$ cat src/rtl/alu_pkg.sv
// Shared types and constants for the ALU issue sequencer and its divider.
package alu_pkg;

  typedef enum logic [1:0] {IDLE, ISSUE, DIV, DONE} state_t;

  localparam logic [1:0] OPC_DIV        = 2'd2;
  localparam logic [3:0] OP3_UDIV       = 4'he;
  localparam logic [3:0] OP3_SDIV       = 4'hf;
  localparam int         DIV_CYCLES_DEF = 32;

  function automatic logic is_div_op(input logic [1:0] opcode, input logic [3:0] op3_low);
    return (opcode == OPC_DIV) && ((op3_low == OP3_UDIV) || (op3_low == OP3_SDIV));
  endfunction

endpackage

$ cat src/rtl/div_iter.sv
// Iterative restoring divider, one quotient bit per cycle on magnitudes,
// with the signs re-applied to quotient and remainder on the way out.
module div_iter
  import alu_pkg::*;
#(
  parameter int CYCLES = DIV_CYCLES_DEF
) (
  input  logic        clk,
  input  logic        reset_n,
  input  logic        start,
  input  logic        clear,
  input  logic [31:0] dividend,
  input  logic [31:0] divisor,
  input  logic        is_signed,
  output logic        done,
  output logic [31:0] quotient,
  output logic [31:0] remainder
);

  localparam int CW = $clog2(CYCLES + 1);

  logic [CW-1:0] count;
  logic [31:0]   rem_q;
  logic [31:0]   quo_q;
  logic [31:0]   dsr_q;
  logic          quo_neg_q;
  logic          rem_neg_q;
  logic [31:0]   abs_dvd;
  logic [31:0]   abs_dsr;
  logic [32:0]   shifted;
  logic [32:0]   diff;

  always_comb begin
    abs_dvd = (is_signed && dividend[31]) ? (~dividend + 32'd1) : dividend;
    abs_dsr = (is_signed && divisor[31])  ? (~divisor + 32'd1)  : divisor;
    shifted = {rem_q, quo_q[31]};
    diff    = shifted - {1'b0, dsr_q};
  end

  always_ff @(posedge clk or negedge reset_n) begin
    if (!reset_n) begin
      count     <= '0;
      rem_q     <= '0;
      quo_q     <= '0;
      dsr_q     <= '0;
      quo_neg_q <= 1'b0;
      rem_neg_q <= 1'b0;
    end else if (clear) begin
      count <= '0;
    end else if (start) begin
      count     <= CW'(CYCLES);
      rem_q     <= '0;
      quo_q     <= abs_dvd;
      dsr_q     <= abs_dsr;
      quo_neg_q <= is_signed && (dividend[31] ^ divisor[31]);
      rem_neg_q <= is_signed && dividend[31];
    end else if (count != '0) begin
      count <= count - CW'(1);
      if (!diff[32]) begin
        rem_q <= diff[31:0];
        quo_q <= {quo_q[30:0], 1'b1};
      end else begin
        rem_q <= shifted[31:0];
        quo_q <= {quo_q[30:0], 1'b0};
      end
    end
  end

  // done flags the cycle whose closing edge performs the final iteration
  assign done      = (count == CW'(1));
  assign quotient  = quo_neg_q ? (~quo_q + 32'd1) : quo_q;
  assign remainder = rem_neg_q ? (~rem_q + 32'd1) : rem_q;

endmodule

$ cat src/rtl/alu_seq.sv
// Issue sequencer: forwards ALU ops with a one-cycle enable and runs divides
// on the iterative divider, merging both result paths toward the memory stage.
module alu_seq
  import alu_pkg::*;
#(
  parameter int DIV_CYCLES = DIV_CYCLES_DEF,
  parameter int XLEN       = 64
) (
  input  logic            clk,
  input  logic            reset_n,
  input  logic            iss_valid,
  output logic            iss_ready,
  input  logic [1:0]      iss_opcode,
  input  logic [2:0]      iss_op2,
  input  logic [5:0]      iss_op3,
  input  logic [31:0]     iss_oprd2,
  input  logic [31:0]     iss_oprd3,
  input  logic            flush,
  input  logic            mem_blocked,
  output logic            alu_enable,
  output logic [1:0]      alu_opcode,
  output logic [2:0]      alu_op2,
  output logic [5:0]      alu_op3,
  output logic [31:0]     alu_oprd2,
  output logic [31:0]     alu_oprd3,
  input  logic [63:0]     alu_result,
  input  logic            alu_exe_mem,
  output logic            exe_valid,
  output logic [XLEN-1:0] exe_result,
  output logic            exe_div_zero,
  output logic            busy
);

  state_t      state;
  logic        accept;
  logic        is_div;
  logic        div_start;
  logic        div_done;
  logic        div_zero_q;
  logic        div_signed_q;
  logic        alu_pend;
  logic        done_out;
  logic [31:0] div_quo;
  logic [31:0] unused_rem;

  // reset_n gates ready so it stays low while reset is held, despite IDLE
  assign iss_ready = reset_n && (state == IDLE) && !mem_blocked && !flush;
  assign accept    = iss_valid && iss_ready;
  assign is_div    = is_div_op(iss_opcode, iss_op3[3:0]);
  assign div_start = accept && is_div && (iss_oprd3 != '0);

  div_iter #(.CYCLES(DIV_CYCLES)) u_div (
    .clk       (clk),
    .reset_n   (reset_n),
    .start     (div_start),
    .clear     (flush),
    .dividend  (iss_oprd2),
    .divisor   (iss_oprd3),
    .is_signed (iss_op3[3:0] == OP3_SDIV),
    .done      (div_done),
    .quotient  (div_quo),
    .remainder (unused_rem)
  );

  always_ff @(posedge clk or negedge reset_n) begin
    if (!reset_n) begin
      state        <= IDLE;
      alu_enable   <= 1'b0;
      alu_opcode   <= '0;
      alu_op2      <= '0;
      alu_op3      <= '0;
      alu_oprd2    <= '0;
      alu_oprd3    <= '0;
      div_zero_q   <= 1'b0;
      div_signed_q <= 1'b0;
      alu_pend     <= 1'b0;
    end else begin
      alu_enable <= 1'b0;
      alu_pend   <= (state == ISSUE) && !flush;
      case (state)
        IDLE: begin
          if (accept) begin
            if (is_div) begin
              div_signed_q <= (iss_op3[3:0] == OP3_SDIV);
              div_zero_q   <= (iss_oprd3 == '0);
              state        <= (iss_oprd3 == '0) ? DONE : DIV;
            end else begin
              alu_opcode <= iss_opcode;
              alu_op2    <= iss_op2;
              alu_op3    <= iss_op3;
              alu_oprd2  <= iss_oprd2;
              alu_oprd3  <= iss_oprd3;
              alu_enable <= 1'b1;
              state      <= ISSUE;
            end
          end
        end
        ISSUE: state <= IDLE;
        DIV: begin
          if (flush)         state <= IDLE;
          else if (div_done) state <= DONE;
        end
        DONE: begin
          if (flush || !mem_blocked) state <= IDLE;
        end
        default: state <= IDLE;
      endcase
    end
  end

  // A flushed DONE cycle must not present its result as valid
  assign done_out     = (state == DONE) && !flush;
  assign exe_valid    = done_out || (alu_pend && alu_exe_mem);
  assign exe_div_zero = done_out && div_zero_q;
  assign busy         = (state != IDLE);

  always_comb begin
    exe_result = '0;
    if (state == DONE) begin
      if (div_zero_q) exe_result = '1;
      else            exe_result = {{(XLEN-32){div_signed_q & div_quo[31]}}, div_quo};
    end else if (alu_pend) begin
      exe_result = alu_result[XLEN-1:0];
    end
  end

endmodule

$ cat config.mk
export PLATFORM = sky130hd
export DESIGN_NAME = alu_seq
export DESIGN_NICKNAME = d
export VERILOG_FILES = /design/src/rtl/alu_pkg.sv /design/src/rtl/div_iter.sv /design/src/rtl/alu_seq.sv
export SDC_FILE = /design/constraint.sdc
export NUM_CORES = 1
export LEC_CHECK = 0
export BUFFER_PORTS_ARGS = -buffer_cell sky130_fd_sc_hd__buf_4
export CAP_MARGIN = 20
export CORE_MARGIN = 2
export CORE_UTILIZATION = 50
export CTS_CLUSTER_DIAMETER = 120
export DETAILED_ROUTE_END_ITERATION = 6
export HOLD_SLACK_MARGIN = 0.05
export PLACE_DENSITY = 0.84
export SLEW_MARGIN = 20
export SYNTH_ARGS = -nofsm -noshare
export SYNTH_HDL_FRONTEND = slang
export SYNTH_SLANG_ARGS = --single-unit
export TNS_END_PERCENT = 50
$ cat constraint.sdc
create_clock -name clk -period 3.59 [get_ports clk]
set_clock_uncertainty 0.1 [all_clocks]
set_input_delay 0.718 -clock clk [delete_from_list [all_inputs] [get_ports clk]]
set_output_delay 0.718 -clock clk [all_outputs]
set_load 0.01 [all_outputs]
After elaboration in Yosys (flattened, before gate mapping)
Index checks and enable logic that the tools add are counted.
{"block": "word_totals", "word_cells": 93, "ff_bits": 184, "out_inout_bits": 144}
{"block": "classes", "reduce_logical": 31, "n_mux": 25, "eq_ne": 10, "n_addsub": 5, "bitwise": 7}
{"op": "$mux 32", "count": 8}
{"op": "$mux 64", "count": 3}
{"op": "$add 32x1->32 const B", "count": 3}
{"op": "$not 32->32", "count": 3}
{"op": "$sub 33x32->33", "count": 1}
{"op": "$logic_not 32->1", "count": 1}
{"op": "$reduce_bool 32->1", "count": 1}
{"op": "$mux 6", "count": 3}
{"op": "$logic_and 1x1->1", "count": 14}
{"op": "$mux 2", "count": 5}
{"op": "$reduce_and 3->1", "count": 3}
{"op": "$eq 4x4->1 const B", "count": 2}
{"op": "$pmux 2 s4", "count": 1}
{"op": "$eq 2x2->1 const B", "count": 3}
{"op": "$eq 6x1->1 const B", "count": 1}
{"op": "$reduce_bool 6->1", "count": 1}
{"op": "$sub 6x1->6 const B", "count": 1}
{"op": "$mux 1", "count": 5}
{"op": "$ne 2x2->1 const B", "count": 2}
{"op": "$reduce_and 2->1", "count": 2}
{"op": "$reduce_bool 2->1", "count": 2}
{"op": "$logic_or 1x1->1", "count": 3}
{"op": "$ne 3x3->1 const B", "count": 1}
{"op": "$reduce_bool 3->1", "count": 1}
{"op": "other kinds (6)", "count": 8}

Logic depth before layout (Yosys ltp)
{"block": "logic_depth", "ltp_word": 9, "ltp_mapped": 13, "depth_no_buf": 12}

By module
From an unflattened synthesis, not the netlist that was laid out.
{"block": "hier_totals", "cells_unflattened": 1468, "hier_area_um2": 12726.0}
{"module": "div_iter", "area_each_um2": 8743.4, "cells_per_inst": 1111, "seq_area_each_um2": 2602.5, "n_inst": 1}
{"module": "alu_seq", "area_each_um2": 3982.6, "cells_per_inst": 357, "seq_area_each_um2": 2026.9, "n_inst": 1}

Least setup slack after synthesis
Ideal clock, no wire load.
{"block": "synth_timing", "kind": "reg2reg", "from": "register u_div.quo_q[31]", "to": "register u_div.rem_q[21]", "stages_incl_launch_ff": 14, "path_slack_ns": 0.260, "period_less_slack_ns": 3.330, "n_path_buf": 1, "arrival_ns": 3.106, "required_ns": 3.366, "cell_sequence": "dfrtp_1 -> inv_1 -> ha_1 -> inv_1 -> fa_1 -> a211o_1 -> a2111oi_4 -> nor4_1 -> o21ai_0 -> or4b_1 -> o211ai_4 -> buf_8 -> mux2i_1 -> o21ai_1"}
{"block": "synth_via", "elab_chain_cells": 4}
{"element": "start: declaration", "line_no": "div_iter.sv:24", "text": "logic [31:0] quo_q;"}
{"element": "start signal: assignment", "line_no": "div_iter.sv:53", "text": "quo_q <= abs_dvd;"}
{"element": "start signal: assignment", "line_no": "div_iter.sv:61", "text": "quo_q <= {quo_q[30:0], 1'b1};"}
{"element": "start signal: assignment", "line_no": "div_iter.sv:64", "text": "quo_q <= {quo_q[30:0], 1'b0};"}
{"element": "$sub 33x32->33", "line_no": "div_iter.sv:37", "text": "diff = shifted - {1'b0, dsr_q};"}
{"element": "$mux 32", "line_no": "div_iter.sv:59", "text": "if (!diff[32]) begin"}
{"element": "$mux 32", "line_no": "div_iter.sv:57", "text": "end else if (count != '0) begin"}
{"element": "$mux 32", "line_no": "div_iter.sv:50", "text": "end else if (start) begin"}
{"element": "end signal: assignment", "line_no": "div_iter.sv:60", "text": "rem_q <= diff[31:0];"}
{"element": "end signal: assignment", "line_no": "div_iter.sv:63", "text": "rem_q <= shifted[31:0];"}
{"element": "end: declaration", "line_no": "div_iter.sv:23", "text": "logic [31:0] rem_q;"}
Every way passes these cells. The select of a mux whose other input is x is not followed.
A chain may end at the register's enable or synchronous reset.

Final worst setup path
{"block": "layout_timing", "from": "register u_div.quo_q[14]", "to": "output exe_result[57]"}
{"block": "layout_via", "elab_chain_cells": 6}
{"element": "$not 32->32", "line_no": "div_iter.sv:71", "text": "assign quotient = quo_neg_q ? (~quo_q + 32'd1) : quo_q;"}
{"element": "$add 32x1->32", "line_no": "div_iter.sv:71"}
{"element": "$mux 32", "line_no": "div_iter.sv:71"}
{"element": "$and 1x1->1", "line_no": "alu_seq.sv:121", "text": "else exe_result = {{(XLEN-32){div_signed_q & div_quo[31]}}, div_quo};"}
{"element": "$mux 64", "line_no": "alu_seq.sv:120", "text": "if (div_zero_q) exe_result = '1;"}
{"element": "$mux 64", "line_no": "alu_seq.sv:119", "text": "if (state == DONE) begin"}
{"element": "end: declaration", "line_no": "alu_seq.sv:29", "text": "output logic [XLEN-1:0] exe_result,"}
Every way passes these cells.

==> flow_metrics.env <==
export IMPL_result_of_the_run="finished, violations left"
export IMPL_violations="negative setup slack"
export IMPL_detail_route_first_pass_iterations=6
export IMPL_synth_flop_cell="sky130_fd_sc_hd__dfrtp_1"
export IMPL_final_ant_viol_nets=0
export IMPL_timing_max_slew_rel_slack_pct=35.3
export IMPL_drt_initial_drc_count=749
export IMPL_gr_ovfl_total=0
export IMPL_postLayoutSetupSlackWorst_ns=-0.0511
export IMPL_ys_ff_latch=184
export IMPL_worst_slew_pin_transition_ns=0.971
export IMPL_clk_root_buffer_cell="sky130_fd_sc_hd__clkbuf_16"
export IMPL_worst_setup_hold_path_clk_slew_ns=0.07
export IMPL_timing_critical_path_max_delay_family="compound AO/OA/AOI/OAI gates"
export IMPL_synth_sequential_area_ratio_pct=38.2
export IMPL_syn_avg_cell_area_um2=9.06
export IMPL_final_max_slew_viol_count=0
export IMPL_ir_drop_v=0.000510
export IMPL_placement_cell_area_um2=14700
export IMPL_wl_per_cell_um=18.9
export IMPL_core_region_area_um2=23600
export IMPL_die_span_in_x_um=159
export IMPL_timing_critical_path_slowest_cell_delay_ns=0.42
export IMPL_max_freq_ghz=0.275
export IMPL_finalCritPeriodShare_pct=101
export IMPL_crit_required_ns=2.77
export IMPL_htree_num_levels=4
export IMPL_tritoncts_clock_tree="done"
export IMPL_rrSetupSlack_ns=0.11
export IMPL_grt_total_usage_pct=28.4
export IMPL_rsz0062_at_grt="true"
export IMPL_fp_dieH_um=159
export IMPL_cts_inserted_buffers=17
export IMPL_final_fill_count=1784
export IMPL_via_count=11441
export IMPL_worst_ep_arrival_time_ns=2.82
export IMPL_mappedNetlistArea_um2=12100
export IMPL_initial_core_util_pct=51.1
export IMPL_crit_slowest_cell="sky130_fd_sc_hd__dfrtp_1"
export IMPL_boundaryPins=289
export IMPL_rows=56
export IMPL_final_common_cell="sky130_fd_sc_hd__buf_4"
export IMPL_synth_nets=1514
export IMPL_area_leader_netlist="sky130_fd_sc_hd__dfrtp_1"
export IMPL_setup_violations_final=32
export IMPL_pwr_density_cell_nw_per_um2=637
export IMPL_worst_hold_startpoint="u_div.dsr_q[27]"
export IMPL_grt_antenna_before_repair=0
export IMPL_async_flop_share_pct=100
export IMPL_count_of_buffering_cells_on_the_critical_path_with_inverters_included=2
export IMPL_layout_min_cycle_time_ns=3.64
export IMPL_timing_hold_worst_class="reg2reg"
export IMPL_netlist_cell_type_count=74
export IMPL_grt_max_degree=185
export IMPL_port_buffers=288
export IMPL_leakage_nw=7.50
export IMPL_whs_path_depth=2
export IMPL_design_final_nets=1805
export IMPL_place_detailed_hpwl_um=26800
export IMPL_setup_worst_path_class="reg2out"
export IMPL_postRouteWirelength_um=36900
export IMPL_synth_enable_flop_cells=0
export IMPL_cp_max_fo=8
export IMPL_cts_sink_count=184
export IMPL_final_standard_cell_utilization_of_the_core_pct=66.1
export IMPL_floorplan_die_area_um2=25400
export IMPL_timing_hold_violations_final=0
export IMPL_path_cells="nor4_4, buf_4, and2_4, nand4_1, o31ai_2, xnor2_2, nor2_4, a22o_4, a21o_1, buf_6"
export IMPL_crit_reg2reg_launch="u_div.quo_q[31]"
export IMPL_grt_pass1_wl_um=58900
export IMPL_clock_latency_ns=0.44
export IMPL_yosys_warnings=0
export IMPL_final_cell_area_um2=15600
export IMPL_layout_drive_gt1_share_pct=29.8
export IMPL_leading_post_synthesis_cells_by_cell_area="sky130_fd_sc_hd__dfrtp_1 (38%), sky130_fd_sc_hd__mux2_2 (7.0%), sky130_fd_sc_hd__xor2_1 (4.9%)"
export IMPL_netlist_area_leader_share_pct=38.2
export IMPL_whs_endpoint="u_div.dsr_q[27]"
export IMPL_gpl_final_weighted_congestion=0.925
export IMPL_detail_route_drc_violations=0
export IMPL_detail_route_vias_per_cell=5.86
export IMPL_cts_root_to_sink_buffers=2
export IMPL_worstSetupStartpointType="register"
export IMPL_preCtsSetupSlack_ns=-0.00358
export IMPL_area_delta_synth_final_pct=29.4
export IMPL_first_global_vias=11225
export IMPL_max_cap_violations=0
export IMPL_worst_setup_path_end_kind="output port"
export IMPL_regToRegEndpoint="u_div.rem_q[27]"
export IMPL_antenna_cells=0
export IMPL_most_common_layout_cells="sky130_fd_sc_hd__buf_4 (304), sky130_fd_sc_hd__dfrtp_1 (182), sky130_fd_sc_hd__nand2_1 (137), sky130_fd_sc_hd__a21oi_1 (113), sky130_fd_sc_hd__nor2_1 (94)"
export IMPL_reg2reg_depth=12
export IMPL_cells_after_synthesis=1331
export IMPL_postCtsHoldBufs=0
-- state kept, by name, indices dropped and copies added, names as in the netlist --
register / flops
alu_pend: 1
u_div.quo_q: 32
state: 2
alu_oprd3: 32
u_div.rem_q: 32
div_zero_q: 1
alu_opcode: 2
u_div.count: 6
alu_op2: 3
u_div.quo_neg_q: 1
alu_op3: 6
u_div.dsr_q: 32
alu_oprd2: 32
div_signed_q: 1
alu_enable: 1
-- routing by layer --
| metal | wire (µm) | global-route usage (%) |
|---|---|---|
| met2 | 17200 | 45.6 |
| met1 | 15500 | 38.0 |
| met5 | 0 | 0 |
| met3 | 3260 | 6.59 |
| met4 | 931 | 9.46 |
-- how the worst max path moves through the flow --
stage                          startpoint         endpoint  slack, ns  cells past startpoint
after detailed placement  u_div.quo_q[21]   exe_result[57]     -0.004                      8
final                     u_div.quo_q[14]   exe_result[57]      -0.05                     10
after floorplan           u_div.quo_q[31]  u_div.rem_q[21]       0.26                     13
after global routing      u_div.quo_q[14]   exe_result[57]      -0.21                     10
after CTS                 u_div.quo_q[26]   exe_result[57]     0.0006                      9
after global placement      iss_oprd3[10]   u_div.rem_q[0]       0.06                      8
-- tightest hold or removal path, cell delays in order (launching register included) --
cell and delay, ns:
sky130_fd_sc_hd__dfrtp_1 0.35, sky130_fd_sc_hd__nand2_1 0.05, sky130_fd_sc_hd__o21ai_0 0.06
-- repair_timing --
action / in CTS / in global routing
pin swaps: 9 / 10
gates cloned: 3 / 0
gates resized for setup: 16 / 41
buffers inserted: 5 / 4
setup endpoints to repair: 38 / 67
hold endpoints to repair: 0 / 0
-- cell usage after synthesis (5+ instances only) --
master and count:
sky130_fd_sc_hd__xor2_1 67, sky130_fd_sc_hd__and2_1 11, sky130_fd_sc_hd__a21o_1 52, sky130_fd_sc_hd__nor2b_1 7
sky130_fd_sc_hd__a211oi_1 6, sky130_fd_sc_hd__a21oi_1 113, sky130_fd_sc_hd__nand2_1 137, sky130_fd_sc_hd__buf_2 11
sky130_fd_sc_hd__buf_4 6, sky130_fd_sc_hd__mux2i_1 31, sky130_fd_sc_hd__nor2_1 96, sky130_fd_sc_hd__ha_1 37
sky130_fd_sc_hd__buf_1 5, sky130_fd_sc_hd__a31oi_1 13, sky130_fd_sc_hd__o41ai_1 15, sky130_fd_sc_hd__and3_1 9
sky130_fd_sc_hd__clkbuf_1 46, sky130_fd_sc_hd__nor4_1 10, sky130_fd_sc_hd__o31ai_1 20, sky130_fd_sc_hd__o21ai_1 29
sky130_fd_sc_hd__buf_6 5, sky130_fd_sc_hd__dfrtp_1 184, sky130_fd_sc_hd__a32oi_1 6, sky130_fd_sc_hd__nor3_1 18
sky130_fd_sc_hd__nand3_1 26, sky130_fd_sc_hd__nand4_1 8, sky130_fd_sc_hd__o21ai_0 95, sky130_fd_sc_hd__or3_1 7
sky130_fd_sc_hd__inv_1 50, sky130_fd_sc_hd__nand2b_1 5, sky130_fd_sc_hd__or4_1 10, sky130_fd_sc_hd__xnor2_1 55
sky130_fd_sc_hd__mux2_2 75
-- cell families (layout without fill, tap and decap cells) --
logic type,count (synthesis),count (layout),synth area share (%)
AOI/OAI and AO/OA,389,392,20.2
xor gates and xnor gates,122,122,8.86
adders and majority gates,38,38,4.00
buffers and inverters,125,426,4.69
DFF,184,184,38.2
muxes,106,106,9.57
and+or+nand+nor,367,367,14.5
-- report_power, final --
part	internal, mW	leakage (nW)	switching, mW
registers	2.59	2.34	0.523
clock network	0.990	0.291	0.916
logic	2.28	4.87	2.65
-- stage by stage --
| stage | TNS, ns | power [mW] | cells | hold slack [ns] |
|---|---|---|---|---|
| detailed placement | -0.00417 | 7.74 | 1910 | 0.375 |
| floorplan | 0 | 6.21 | 1331 | 0.322 |
| global placement | 0 | 7.57 | 1910 | 0.365 |
| CTS | 0 | 9.83 | 1950 | 0.392 |
| finish | -0.920 | 9.95 | 1954 | 0.389 |
| global route | -6.06 | 10.5 | 1954 | 0.402 |
-- area by class of cell --
class | count | area (µm²) | share of cell area [%]
sequential | 184 | 4610 | 29.5
multi-input combinational | 1025 | 7050 | 45.2
clock inverter | 15 | 159 | 1.02
clock buffer | 17 | 425 | 2.72
timing repair buffer | 344 | 2790 | 17.8
tap | 319 | 399 | 2.56
inverter | 50 | 188 | 1.20
Power figures use the tool's default switching activity.
